$ cat src/rtl/lab_mem_pkg.sv
// Shared constants and state encoding for the lab scratch/lookup memory.
package lab_mem_pkg;

    localparam int INIT_ZERO       = 0;
    localparam int INIT_IDENT      = 1;
    localparam int RDW_READ_FIRST  = 0;
    localparam int RDW_WRITE_FIRST = 1;

    typedef enum logic {
        ST_FILL  = 1'b0,
        ST_READY = 1'b1
    } state_t;

endpackage

$ cat src/rtl/spram_core.sv
// Bare single-port array with a registered read result; out-of-range reads
// are forced to zero by the caller through i_rzero.
module spram_core
    import lab_mem_pkg::*;
#(
    parameter int DATA_W   = 4,
    parameter int ADDR_W   = 6,
    parameter int DEPTH    = 64,
    parameter int RDW_MODE = 0
) (
    input  logic              clk,
    input  logic              rst_n,
    input  logic              i_we,
    input  logic              i_re,
    input  logic              i_rzero,
    input  logic [ADDR_W-1:0] i_addr,
    input  logic [DATA_W-1:0] i_wdata,
    output logic [DATA_W-1:0] o_rdata
);

    logic [DATA_W-1:0] r_mem [DEPTH];
    logic [DATA_W-1:0] r_q;

    // Array write port; the array itself is deliberately not reset.
    always_ff @(posedge clk) begin
        if (i_we) begin
            r_mem[i_addr] <= i_wdata;
        end
    end

    // Read register: holds its value until the next accepted read.
    always_ff @(posedge clk or negedge rst_n) begin
        if (!rst_n) begin
            r_q <= '0;
        end else if (i_re) begin
            if (i_rzero) begin
                r_q <= '0;
            end else if ((RDW_MODE == RDW_WRITE_FIRST) && i_we) begin
                r_q <= i_wdata;
            end else begin
                r_q <= r_mem[i_addr];
            end
        end
    end

    assign o_rdata = r_q;

endmodule

$ cat src/rtl/spram_init.sv
// Single-port memory with a self-initialising fill sequencer, request gating,
// optional output register stage and out-of-range flagging.
module spram_init
    import lab_mem_pkg::*;
#(
    parameter int DATA_W    = 4,
    parameter int ADDR_W    = 6,
    parameter int DEPTH     = 64,
    parameter int INIT_MODE = 1,
    parameter int OUT_REG   = 0,
    parameter int RDW_MODE  = 0
) (
    input  logic              clk,
    input  logic              rst_n,
    input  logic              init,
    input  logic              en,
    input  logic              we,
    input  logic [ADDR_W-1:0] addr,
    input  logic [DATA_W-1:0] wdata,
    output logic [DATA_W-1:0] rdata,
    output logic              rvalid,
    output logic              busy,
    output logic              oor
);

    localparam int                CW   = (DATA_W < ADDR_W) ? DATA_W : ADDR_W;
    localparam logic [ADDR_W-1:0] LAST = ADDR_W'(DEPTH - 1);

    state_t            r_state;
    logic [ADDR_W-1:0] r_cnt;
    logic              r_busy;
    logic              r_v1;
    logic              r_o1;

    logic              w_fill;
    logic              w_in_range;
    logic              w_acc;
    logic              w_core_we;
    logic              w_core_re;
    logic [ADDR_W-1:0] w_core_addr;
    logic [DATA_W-1:0] w_core_wdata;
    logic [DATA_W-1:0] w_core_rdata;
    logic [DATA_W-1:0] w_fill_data;

    // Fill pattern: counter truncated to DATA_W bits, zero-extended when wider.
    always_comb begin
        w_fill_data = '0;
        if (INIT_MODE == INIT_IDENT) begin
            w_fill_data[CW-1:0] = r_cnt[CW-1:0];
        end else begin
            w_fill_data = '0;
        end
    end

    // init has priority over a same-cycle access, which is then dropped.
    assign w_fill       = (r_state == ST_FILL);
    assign w_in_range   = (32'(addr) < 32'(DEPTH));
    assign w_acc        = !w_fill && en && !init;
    assign w_core_we    = w_fill || (w_acc && we && w_in_range);
    assign w_core_re    = w_acc && !we;
    assign w_core_addr  = w_fill ? r_cnt : addr;
    assign w_core_wdata = w_fill ? w_fill_data : wdata;

    spram_core #(
        .DATA_W   (DATA_W),
        .ADDR_W   (ADDR_W),
        .DEPTH    (DEPTH),
        .RDW_MODE (RDW_MODE)
    ) u_core (
        .clk     (clk),
        .rst_n   (rst_n),
        .i_we    (w_core_we),
        .i_re    (w_core_re),
        .i_rzero (!w_in_range),
        .i_addr  (w_core_addr),
        .i_wdata (w_core_wdata),
        .o_rdata (w_core_rdata)
    );

    // Fill sequencer: walks 0..DEPTH-1 then releases the port.
    always_ff @(posedge clk or negedge rst_n) begin
        if (!rst_n) begin
            r_state <= ST_FILL;
            r_cnt   <= '0;
            r_busy  <= 1'b1;
        end else begin
            case (r_state)
                ST_FILL: begin
                    if (r_cnt == LAST) begin
                        r_state <= ST_READY;
                        r_cnt   <= '0;
                        r_busy  <= 1'b0;
                    end else begin
                        r_cnt <= r_cnt + ADDR_W'(1);
                    end
                end
                ST_READY: begin
                    if (init) begin
                        r_state <= ST_FILL;
                        r_cnt   <= '0;
                        r_busy  <= 1'b1;
                    end
                end
                default: begin
                    r_state <= ST_FILL;
                    r_cnt   <= '0;
                    r_busy  <= 1'b1;
                end
            endcase
        end
    end

    // First pipeline stage, aligned with the core read register.
    always_ff @(posedge clk or negedge rst_n) begin
        if (!rst_n) begin
            r_v1 <= 1'b0;
            r_o1 <= 1'b0;
        end else begin
            r_v1 <= w_core_re;
            r_o1 <= w_acc && !w_in_range;
        end
    end

    assign busy = r_busy;

    generate
        if (OUT_REG != 0) begin : g_oreg
            logic              r_v2;
            logic              r_o2;
            logic [DATA_W-1:0] r_d2;

            // Optional second stage; data only advances with a valid read.
            always_ff @(posedge clk or negedge rst_n) begin
                if (!rst_n) begin
                    r_v2 <= 1'b0;
                    r_o2 <= 1'b0;
                    r_d2 <= '0;
                end else begin
                    r_v2 <= r_v1;
                    r_o2 <= r_o1;
                    if (r_v1) begin
                        r_d2 <= w_core_rdata;
                    end
                end
            end

            assign rvalid = r_v2;
            assign oor    = r_o2;
            assign rdata  = r_d2;
        end else begin : g_noreg
            assign rvalid = r_v1;
            assign oor    = r_o1;
            assign rdata  = w_core_rdata;
        end
    endgenerate

endmodule

$ cat config.mk
export PLATFORM = sky130hd
export DESIGN_NAME = spram_init
export DESIGN_NICKNAME = d
export VERILOG_FILES = /design/src/rtl/lab_mem_pkg.sv /design/src/rtl/spram_core.sv /design/src/rtl/spram_init.sv
export SDC_FILE = /design/constraint.sdc
export NUM_CORES = 1
export LEC_CHECK = 0
export CAP_MARGIN = 20
export CORE_ASPECT_RATIO = 0.6
export CORE_MARGIN = 5
export CORE_UTILIZATION = 50
export DETAILED_ROUTE_END_ITERATION = 6
export PLACE_DENSITY_LB_ADDON = 0.12
export SLEW_MARGIN = 20
export SYNTH_ARGS = -nofsm -noshare
export SYNTH_HDL_FRONTEND = slang
export SYNTH_SLANG_ARGS = --single-unit
$ cat constraint.sdc
create_clock -name clk -period 2.8 [get_ports clk]
set_input_delay 0.84 -clock clk [delete_from_list [all_inputs] [get_ports clk]]
set_output_delay 0.84 -clock clk [all_outputs]
set_load 0.01 [all_outputs]
==> run metrics, run 1 <==
maxcap violations 0; Final setup viols 0; Synth Register Bits 269; final instance area 13500 um2; DRC viols 0; hold crit path type reg2reg; most frequent cells in the layout 256 x edfxtp_1, 168 x buf_4, 130 x nand2_1; vias 7391; NumNets Final 959; Util after Layout 63.9%; Site Rows 41; outcome completed; htree depth 1; hold path cells 2; Post-synth EDFFs 256; Main synth FF type edfxtp_1; GP Congestion 0.889; first-pass GRT wire length 44400 um; kind of end point of the critical path flop; clock sink count 269; fraction of layout cells with a size suffix above 1 26.2%; global route total overflow 0; Avg Synthesized Cell Area 14.2 um2; GRT Total Usage 24.5%; IO Pins 22; Critical Setup Path Class in2reg; initial antenna violation count 0; Reg2Reg Depth 8; Req. time, crit path 3210 ps; ratio of final minimum period to clock period 96.8%; unrepaired setup endpoints after global routing false; total CTS buffers 25; pwr/cell area 1050 nW/um2; Antenna Cells 0; Routed Antenna Nets 0; Slew HR 50.3%; Resized cells post-CTS 10; Post-Syn Nets 774; Routed WL per cell 24.1 um; CTS tree built; drt initial violations 746; largest net degree at the start of global routing 65; worst IR drop on VDD 0.00112 V; fin crit period 2710 ps; P_leak 4.69 nW; clk_skew 9.48 ps; worst-case clock buffer depth 3; count of hold-fix buffers inserted at cts 0; Die X 199 um; post-synth design cell area 10800 um2; clock root cell clkbuf_16; crit path max fanout 10; worst hold slack 499 ps; final setup TNS 0 ps; Placed Area 12600 um2; filler cell count 1544; Final Slew Violations 0; most common cell after layout, fill and taps aside edfxtp_1; Unique masters post-synth 43; DPL Wire Length 20400 um; WP data arrival 3120 ps; asr flop ratio synth 4.83%; Clock transition at path regs 60 ps; post-CTS setup buffer count 0; synth warn 0; Syn Inst Count 758; number of port buffers 20; Clock Latency Late Sink 530 ps; Initial Util 51.0%; Tightest Pin Transition 744 ps; Chip Height 124 um; Syn-to-layout area delta 25.2%; Vias per Instance 5.96; Design Power 0.0141 W; register area share after synthesis 74.5%; final hold vios 0; WL final 29800 um; router iterations before antenna repair 5; startpoint types primary input; Die ar. 24600 um2; FMAX 369 MHz; vias in the first global route 7059; area of the core 21100 um2
==> routing by layer <==
layer	vias up	global-route usage (%)	part of all wire [%]
li1	3280	-	-
met3	33	7.60	12
met4	0	3.63	1.3
met1	3643	39.6	46
met2	435	33.4	40
met5	-	0	0
==> worst max-delay path: stages <==
cell           delay (ps)
dlygate4sd2_1         360
nand2b_4              250
buf_4                 130
o22ai_4               130
buf_4                 210
a22oi_1               210
a41oi_1               200
or4_1                 540
nor3_1                150
a21oi_1                90
==> logic make-up (layout without fill, tap and decap cells) <==
group,Yosys count,after routing,synth area share (%)
AOI/OAI and AO/OA,179,179,11.9
muxes,9,9,0.954
adders and majority gates,1,1,0.116
buffers and inverters,47,251,2.32
DFF,269,269,74.5
other,1,1,0.0349
xor gates and xnor gates,2,2,0.163
and+or+nand+nor,250,250,10.0
==> Yosys cell counts, types with 4 or more instances <==
master | number | area, um2
nand2b_1 | 5 | 31.3
o22ai_1 | 14 | 87.6
a22oi_1 | 65 | 488
a21oi_1 | 57 | 285
buf_2 | 16 | 80.1
nor3_1 | 4 | 20.0
nor4_1 | 16 | 100
a22o_1 | 10 | 87.6
o32ai_1 | 4 | 35.0
nor2_1 | 74 | 278
a41oi_1 | 17 | 149
edfxtp_1 | 256 | 7690
mux2_2 | 6 | 67.6
clkbuf_1 | 18 | 67.6
dfrtp_1 | 12 | 300
nand2_1 | 132 | 495
buf_6 | 6 | 67.6
or4_1 | 5 | 37.5
==> per-stage QoR <==
| stage | worst slack [ps] | cells |
|---|---|---|
| after floorplan | 255 | 758 |
| after global placement | -653 | 1195 |
| after detailed placement | -662 | 1195 |
| after CTS | -3.54 | 1241 |
| after global routing | 8.17 | 1241 |
| final | 89.6 | 1241 |
==> final timing paths <==
path	startpoint	endpoint	slack, ps
worst min-delay path	busy	busy	500
max in group asynchronous	rst_n	u_core.o_rdata[1]	1580
worst max-delay path	addr[0]	u_core.o_rdata[0]	90
worst min register to register	busy	busy	500
min in group asynchronous	rst_n	r_cnt[1]	760
worst max register to register	r_state	u_core.r_mem[56][0]	120
==> sequential cells by signal (all words and copies together), names as in the netlist <==
register / cells
busy: 1
u_core.o_rdata: 4
rvalid: 1
r_cnt: 6
u_core.r_mem: 256
r_state: 1
==> final cells by class <==
type	count	area [um2]	share of cell area [%]
multi-input cells	442	2590	19.3
clock buffers	29	641	4.76
repair buffers	202	1740	12.9
flip-flops and latches	269	8010	59.5
inverters	3	11.3	0.0836
well taps	279	349	2.59
clock inverters	17	111	0.827
==> report_power, final <==
part	total [W]	switching [W]	internal, W
Combinational	0.00541	0.00325	0.00215
Sequential	0.00556	0.000205	0.00536
Clock	0.00317	0.00144	0.00173
Total	0.0141	0.00490	0.00924
Power figures use the tool's default switching activity.
==> inputs of run 2 (changes only) <==
==> constraint.sdc (replaced) <==
create_clock -name clk -period 3.1 [get_ports clk]
set_input_delay 0.93 -clock clk [delete_from_list [all_inputs] [get_ports clk]]
set_output_delay 0.93 -clock clk [all_outputs]
set_load 0.01 [all_outputs]
==> run 2 against run 1 <==
Effect of this change: global-route usage rose by 0.49 points; non-clock buffer count fell by 15; worst hold slack lost 0.85 ps; clock skew is 12 ps higher; clock power is 3% lower; sequential share of layout area is 0.39 points higher; sequential power is 9.2% lower; critical endpoint is now u_core.o_rdata[3]; critical path depth shrank 1; power fell by 8.9%; wire length rose by 1.7%.
==> run metrics, run 2 (synthesis gave the netlist of run 1 again) <==
FMAX 336 MHz; P_leak 4.62 nW (was 4.69 nW); pwr/cell area 963 nW/um2 (was 1050 nW/um2); max FFs per register 256 (unchanged); number of port buffers 20 (unchanged); area of the core 21100 um2 (unchanged); router iterations before antenna repair 6 (was 5); final instance area 13400 um2 (was 13500 um2); IO Pins 22 (unchanged); WL final 30300 um (was 29800 um); GRT Total Usage 25.0% (was 24.5%); Routed Antenna Nets 0 (unchanged); post-CTS setup buffer count 0 (unchanged); crit path max fanout 10 (unchanged); Syn-to-layout area delta 24.4% (was 25.2%); NumNets Final 944 (was 959); initial antenna violation count 0 (unchanged); WP data arrival 3390 ps (was 3120 ps); setup ws final 120 ps (was 89.6 ps); DPL Wire Length 20600 um (was 20400 um); maxcap violations 0 (unchanged); Die X 199 um (unchanged); first-pass GRT wire length 44900 um (was 44400 um); vias in the first global route 7064 (was 7059); total CTS buffers 25 (unchanged); Antenna Cells 0 (unchanged); Clock transition at path regs 60 ps (about the same); Placed Area 12600 um2 (about the same); worst-case clock buffer depth 3 (unchanged); Tightest Pin Transition 753 ps (was 744 ps); Final Slew Violations 0 (unchanged); Routed WL per cell 24.8 um (was 24.1 um); final hold vios 0 (unchanged); clk_skew 21.2 ps (was 9.48 ps); startpoint types primary input (unchanged); final setup TNS 0 ps (unchanged); Die ar. 24600 um2 (unchanged); Vias per Instance 6.03 (was 5.96); most common cell after layout, fill and taps aside edfxtp_1 (unchanged); clock root cell clkbuf_16 (unchanged); Clock Latency Late Sink 540 ps (was 530 ps); Site Rows 41 (unchanged); CTS tree built (unchanged); Initial Util 51.0% (unchanged); worst IR drop on VDD 0.000823 V (was 0.00112 V); drt initial violations 1009 (was 746); outcome completed (unchanged); htree depth 1 (unchanged); global route total overflow 0 (unchanged); GP Congestion 0.938 (was 0.889); DRC viols 0 (unchanged); largest net degree at the start of global routing 65 (unchanged); Slew HR 49.7% (was 50.3%); unrepaired setup endpoints after global routing false (unchanged); ratio of final minimum period to clock period 96.1%; pre-CTS WS -428 ps (was -662 ps); vias 7377 (was 7391); fraction of layout cells with a size suffix above 1 25.2% (was 26.2%); kind of end point of the critical path flop (unchanged); most frequent cells in the layout 256 x edfxtp_1, 151 x buf_4, 130 x nand2_1 (was 256 x edfxtp_1, 168 x buf_4, 130 x nand2_1); fin crit period 2980 ps; clock sink count 269 (unchanged); hold crit path type reg2reg (unchanged); Req. time, crit path 3510 ps (was 3210 ps); Final setup viols 0 (unchanged); Chip Height 124 um (unchanged); Reg with most FFs u_core.r_mem (unchanged); Critical Setup Path Class in2reg (unchanged)
-- run 2: changes by cell type in the layout (fill, tap and decap cells not counted), sizes merged --
cell | before | now
dlymetal6s2s | 1 | 0
clkinvlp | 3 | 5
clkinv | 12 | 6
dlygate4sd2 | 2 | 0
clkbuf | 29 | 28
bufinv | 1 | 3
buf | 182 | 167
clkdlybuf4s50 | 17 | 20
-- run 2: metrics by stage --
stage	hold WS, ps	utilization [%]	cells	power, W
floorplan	501	-	758	0.00728
global placement	486	59.5	1180	0.00968
detailed placement	493	59.5	1180	0.00978
CTS	500	63.4	1223	0.0128
global route	528	63.4	1223	0.0134
finish	498	63.4	1223	0.0129
-- run 2: metal layers --
metal / vias up / share of wire (%) / wire, um / GRT usage [%]
met3: 50 / 15 / 4440 / 8.52
met2: 478 / 40 / 12200 / 34.4
met4: 0 / 1.5 / 444 / 3.33
li1: 3241 / - / - / -
met5: - / 0 / 0 / 0
met1: 3608 / 44 / 13300 / 39.7
-- run 2: final cells by class --
class	count	area (um2)
repair buffers	187	1650
inverters	3	11.3
flip-flops and latches	269	8010
well taps	279	349
clock inverters	15	173
fillers	1571	7710
clock buffers	28	637
multi-input cells	442	2540
-- run 2: final timing paths --
check | cells after the start | to | start | slack [ps]
worst min register to register | 2 | busy | busy | 500
worst min-delay path | 2 | busy | busy | 500
worst max register to register | 11 | u_core.o_rdata[2] | r_state | 270
min in group asynchronous | 1 | u_core.o_rdata[2] | rst_n | 830
worst max-delay path | 9 | u_core.o_rdata[3] | addr[0] | 120
max in group asynchronous | 1 | r_cnt[2] | rst_n | 1780
-- run 2: report_power, final --
group / switching, W / leakage (nW) / internal (W) / total (W)
combinational: 0.00288 / 1.76 / 0.00187 / 0.00476
sequential: 0.000220 / 2.48 / 0.00483 / 0.00505
clock: 0.00134 / 0.381 / 0.00174 / 0.00307
-- run 2: repair_timing --
item                                    4_1_cts  5_1_grt
resized for setup                             0        2
hold buffers                                  0        0
endpoints found under the setup margin        0        1
-- run 2: critical path: stages --
cell,delay [ps]
clkdlybuf4s50_1,590
nand2b_4,220
o21ai_2,190
buf_4,230
a22oi_1,250
a41oi_1,180
or4_1,550
nor3_1,140
a21oi_1,90
==> inputs of run 3 (changes only) <==
--- a/config.mk
+++ b/config.mk
@@ -7,10 +7,9 @@
 export LEC_CHECK = 0
 export CAP_MARGIN = 20
 export CORE_ASPECT_RATIO = 0.6
-export CORE_MARGIN = 5
 export CORE_UTILIZATION = 50
 export DETAILED_ROUTE_END_ITERATION = 6
-export PLACE_DENSITY_LB_ADDON = 0.12
+export PLACE_DENSITY_LB_ADDON = 0.25
 export SLEW_MARGIN = 20
 export SYNTH_ARGS = -nofsm -noshare
 export SYNTH_HDL_FRONTEND = slang
==> run 3 against run 2 <==
Effect of this change: maximum frequency down 0.27%; sequential share of layout area shrank 0.17 points; worst hold slack improved by 23 ps; clock skew fell by 12 ps; power up 0.16%; highest routed layer unchanged.
==> run metrics, run 3 (synthesis gave the netlist of run 1 again) <==
htree depth 1 (unchanged); Resized cells post-CTS 0 (unchanged); Design Power 0.0129 W (about the same); critical-path cell list clkdlybuf4s50_1, nand2b_4, o22ai_4, buf_4, a22oi_1, a41oi_1, or4_1, nor3_1, a21oi_1 (was clkdlybuf4s50_1, nand2b_4, o21ai_2, buf_4, a22oi_1, a41oi_1, or4_1, nor3_1, a21oi_1); worst-case clock buffer depth 3 (unchanged); Die ar. 22100 um2 (was 24600 um2); CTS tree built (unchanged); count of hold-fix buffers inserted at cts 0 (unchanged); FMAX 335 MHz (was 336 MHz); clk_skew 9.03 ps (was 21.2 ps); kind of end point of the critical path flop (unchanged); number of port buffers 20 (unchanged); Req. time, crit path 3510 ps (about the same); DRC viols 0 (unchanged); pwr/cell area 962 nW/um2 (was 963 nW/um2); worst r2r src r_cnt[0] (was r_state); Initial Util 51.1% (was 51.0%); vias 7393 (was 7377); outcome completed (unchanged); Slew HR 46.3% (was 49.7%); Die X 191 um (was 199 um); Clock Latency Late Sink 530 ps (was 540 ps); Clock transition at path regs 70 ps (was 60 ps); Antenna Cells 0 (unchanged); hold wc startpoint busy (unchanged); GP Congestion 0.954 (was 0.938); Tightest Pin Transition 789 ps (was 753 ps); IO Pins 22 (unchanged); hold crit path type reg2reg (unchanged); Final setup viols 0 (unchanged); total CTS buffers 25 (unchanged); most frequent cells in the layout 256 x edfxtp_1, 159 x buf_4, 130 x nand2_1 (was 256 x edfxtp_1, 151 x buf_4, 130 x nand2_1); Routed Antenna Nets 0 (unchanged); DPL Wire Length 20000 um (was 20600 um); post-CTS setup buffer count 0 (unchanged); CP peak stage delay 560 ps (was 590 ps); fraction of layout cells with a size suffix above 1 26.5% (was 25.2%); filler cell count 1576 (was 1571); largest net degree at the start of global routing 65 (unchanged); pre-CTS WS -399 ps (was -428 ps); Routed WL per cell 24.2 um (was 24.8 um); GRT Total Usage 27.7% (was 25.0%); crit path max fanout 7 (was 10); Chip Height 116 um (was 124 um); unrepaired setup endpoints after global routing false (unchanged); area occupied by multi-input gates 2580 um2 (was 2540 um2); maxcap violations 0 (unchanged); Reg2Reg Depth 8 (was 11); first-pass GRT wire length 44500 um (was 44900 um); hold path cells 2 (unchanged); WL final 29800 um (was 30300 um); NumNets Final 949 (was 944); Worst path slowest cell or4_1 (was clkdlybuf4s50_1); area of the core 21000 um2 (was 21100 um2); WP data arrival 3390 ps (about the same); fin crit period 2990 ps (was 2980 ps); setup ws final 112 ps (was 120 ps); P_leak 4.65 nW (was 4.62 nW); ratio of final minimum period to clock period 96.4% (was 96.1%); clock sink count 269 (unchanged); global route total overflow 0 (unchanged); startpoint types primary input (unchanged); Critical Setup Path Class in2reg (unchanged); hold path endpoint busy (unchanged); worst IR drop on VDD 0.000748 V (was 0.000823 V); clock root cell clkbuf_16 (unchanged); worst hold slack 521 ps (was 498 ps); Final Slew Violations 0 (unchanged); router iterations before antenna repair 5 (was 6); vias in the first global route 7279 (was 7064); Site Rows 41 (unchanged); drt initial violations 871 (was 1009); Reg with most FFs u_core.r_mem (unchanged); Syn-to-layout area delta 24.7% (was 24.4%); initial antenna violation count 0 (unchanged); r2r endpoint u_core.o_rdata[2] (unchanged); FF/Latch Area 8010 um2 (unchanged); Util after Layout 63.8% (was 63.4%); max FFs per register 256 (unchanged); most common cell after layout, fill and taps aside edfxtp_1 (unchanged); final hold vios 0 (unchanged); FF-to-FF setup slack 260 ps (was 270 ps); Vias per Instance 6.01 (was 6.03)
## run 3: worst max-delay path by stage
| stage | cells past startpoint | start | endpoint |
|---|---|---|---|
| 6_report | 9 | addr[0] | u_core.o_rdata[3] |
| 5_1_grt | 10 | addr[2] | u_core.o_rdata[2] |
| 3_3_place_gp | 10 | addr[0] | u_core.o_rdata[3] |
| 3_5_place_dp | 10 | addr[0] | u_core.o_rdata[3] |
| 2_1_floorplan | 8 | addr[2] | u_core.o_rdata[1] |
| 4_1_cts | 11 | addr[2] | u_core.o_rdata[3] |
## run 3: stage by stage
step | area, um2 | instances | TNS, ps
after floorplan | 10800 | 758 | 0
after global placement | 12500 | 1184 | -17430
after detailed placement | 12500 | 1184 | -19610
after CTS | 13400 | 1229 | 0
after global routing | 13400 | 1230 | 0
final | 13400 | 1230 | 0
## run 3: power breakdown
| part | internal (W) | switching (W) |
|---|---|---|
| Sequential | 0.00483 | 0.000218 |
| Combinational | 0.00183 | 0.00292 |
| Clock | 0.00176 | 0.00135 |
## run 3: final cells by class
| cell class | instances | area share, % |
|---|---|---|
| well taps | 279 | 2.60 |
| inverters | 3 | 0.0840 |
| clock buffers | 27 | 4.79 |
| clock inverters | 18 | 1.33 |
| flip-flops and latches | 269 | 59.7 |
| multi-input cells | 443 | 19.3 |
| repair buffers | 191 | 12.2 |
## run 3: per-layer routing
metal	share of wire (%)	vias to the layer above	track usage [%]
met5	0	-	0
met4	1.5	0	5.66
met3	13	39	9.12
met2	41	456	39.0
met1	44	3633	41.9
li1	-	3265	-
## run 3: critical path: cells and delay by family
| kind | cells | cell delay [ps] |
|---|---|---|
| simple gates | 3 | 960 |
| buf+inv | 2 | 740 |
| compound gates | 4 | 760 |
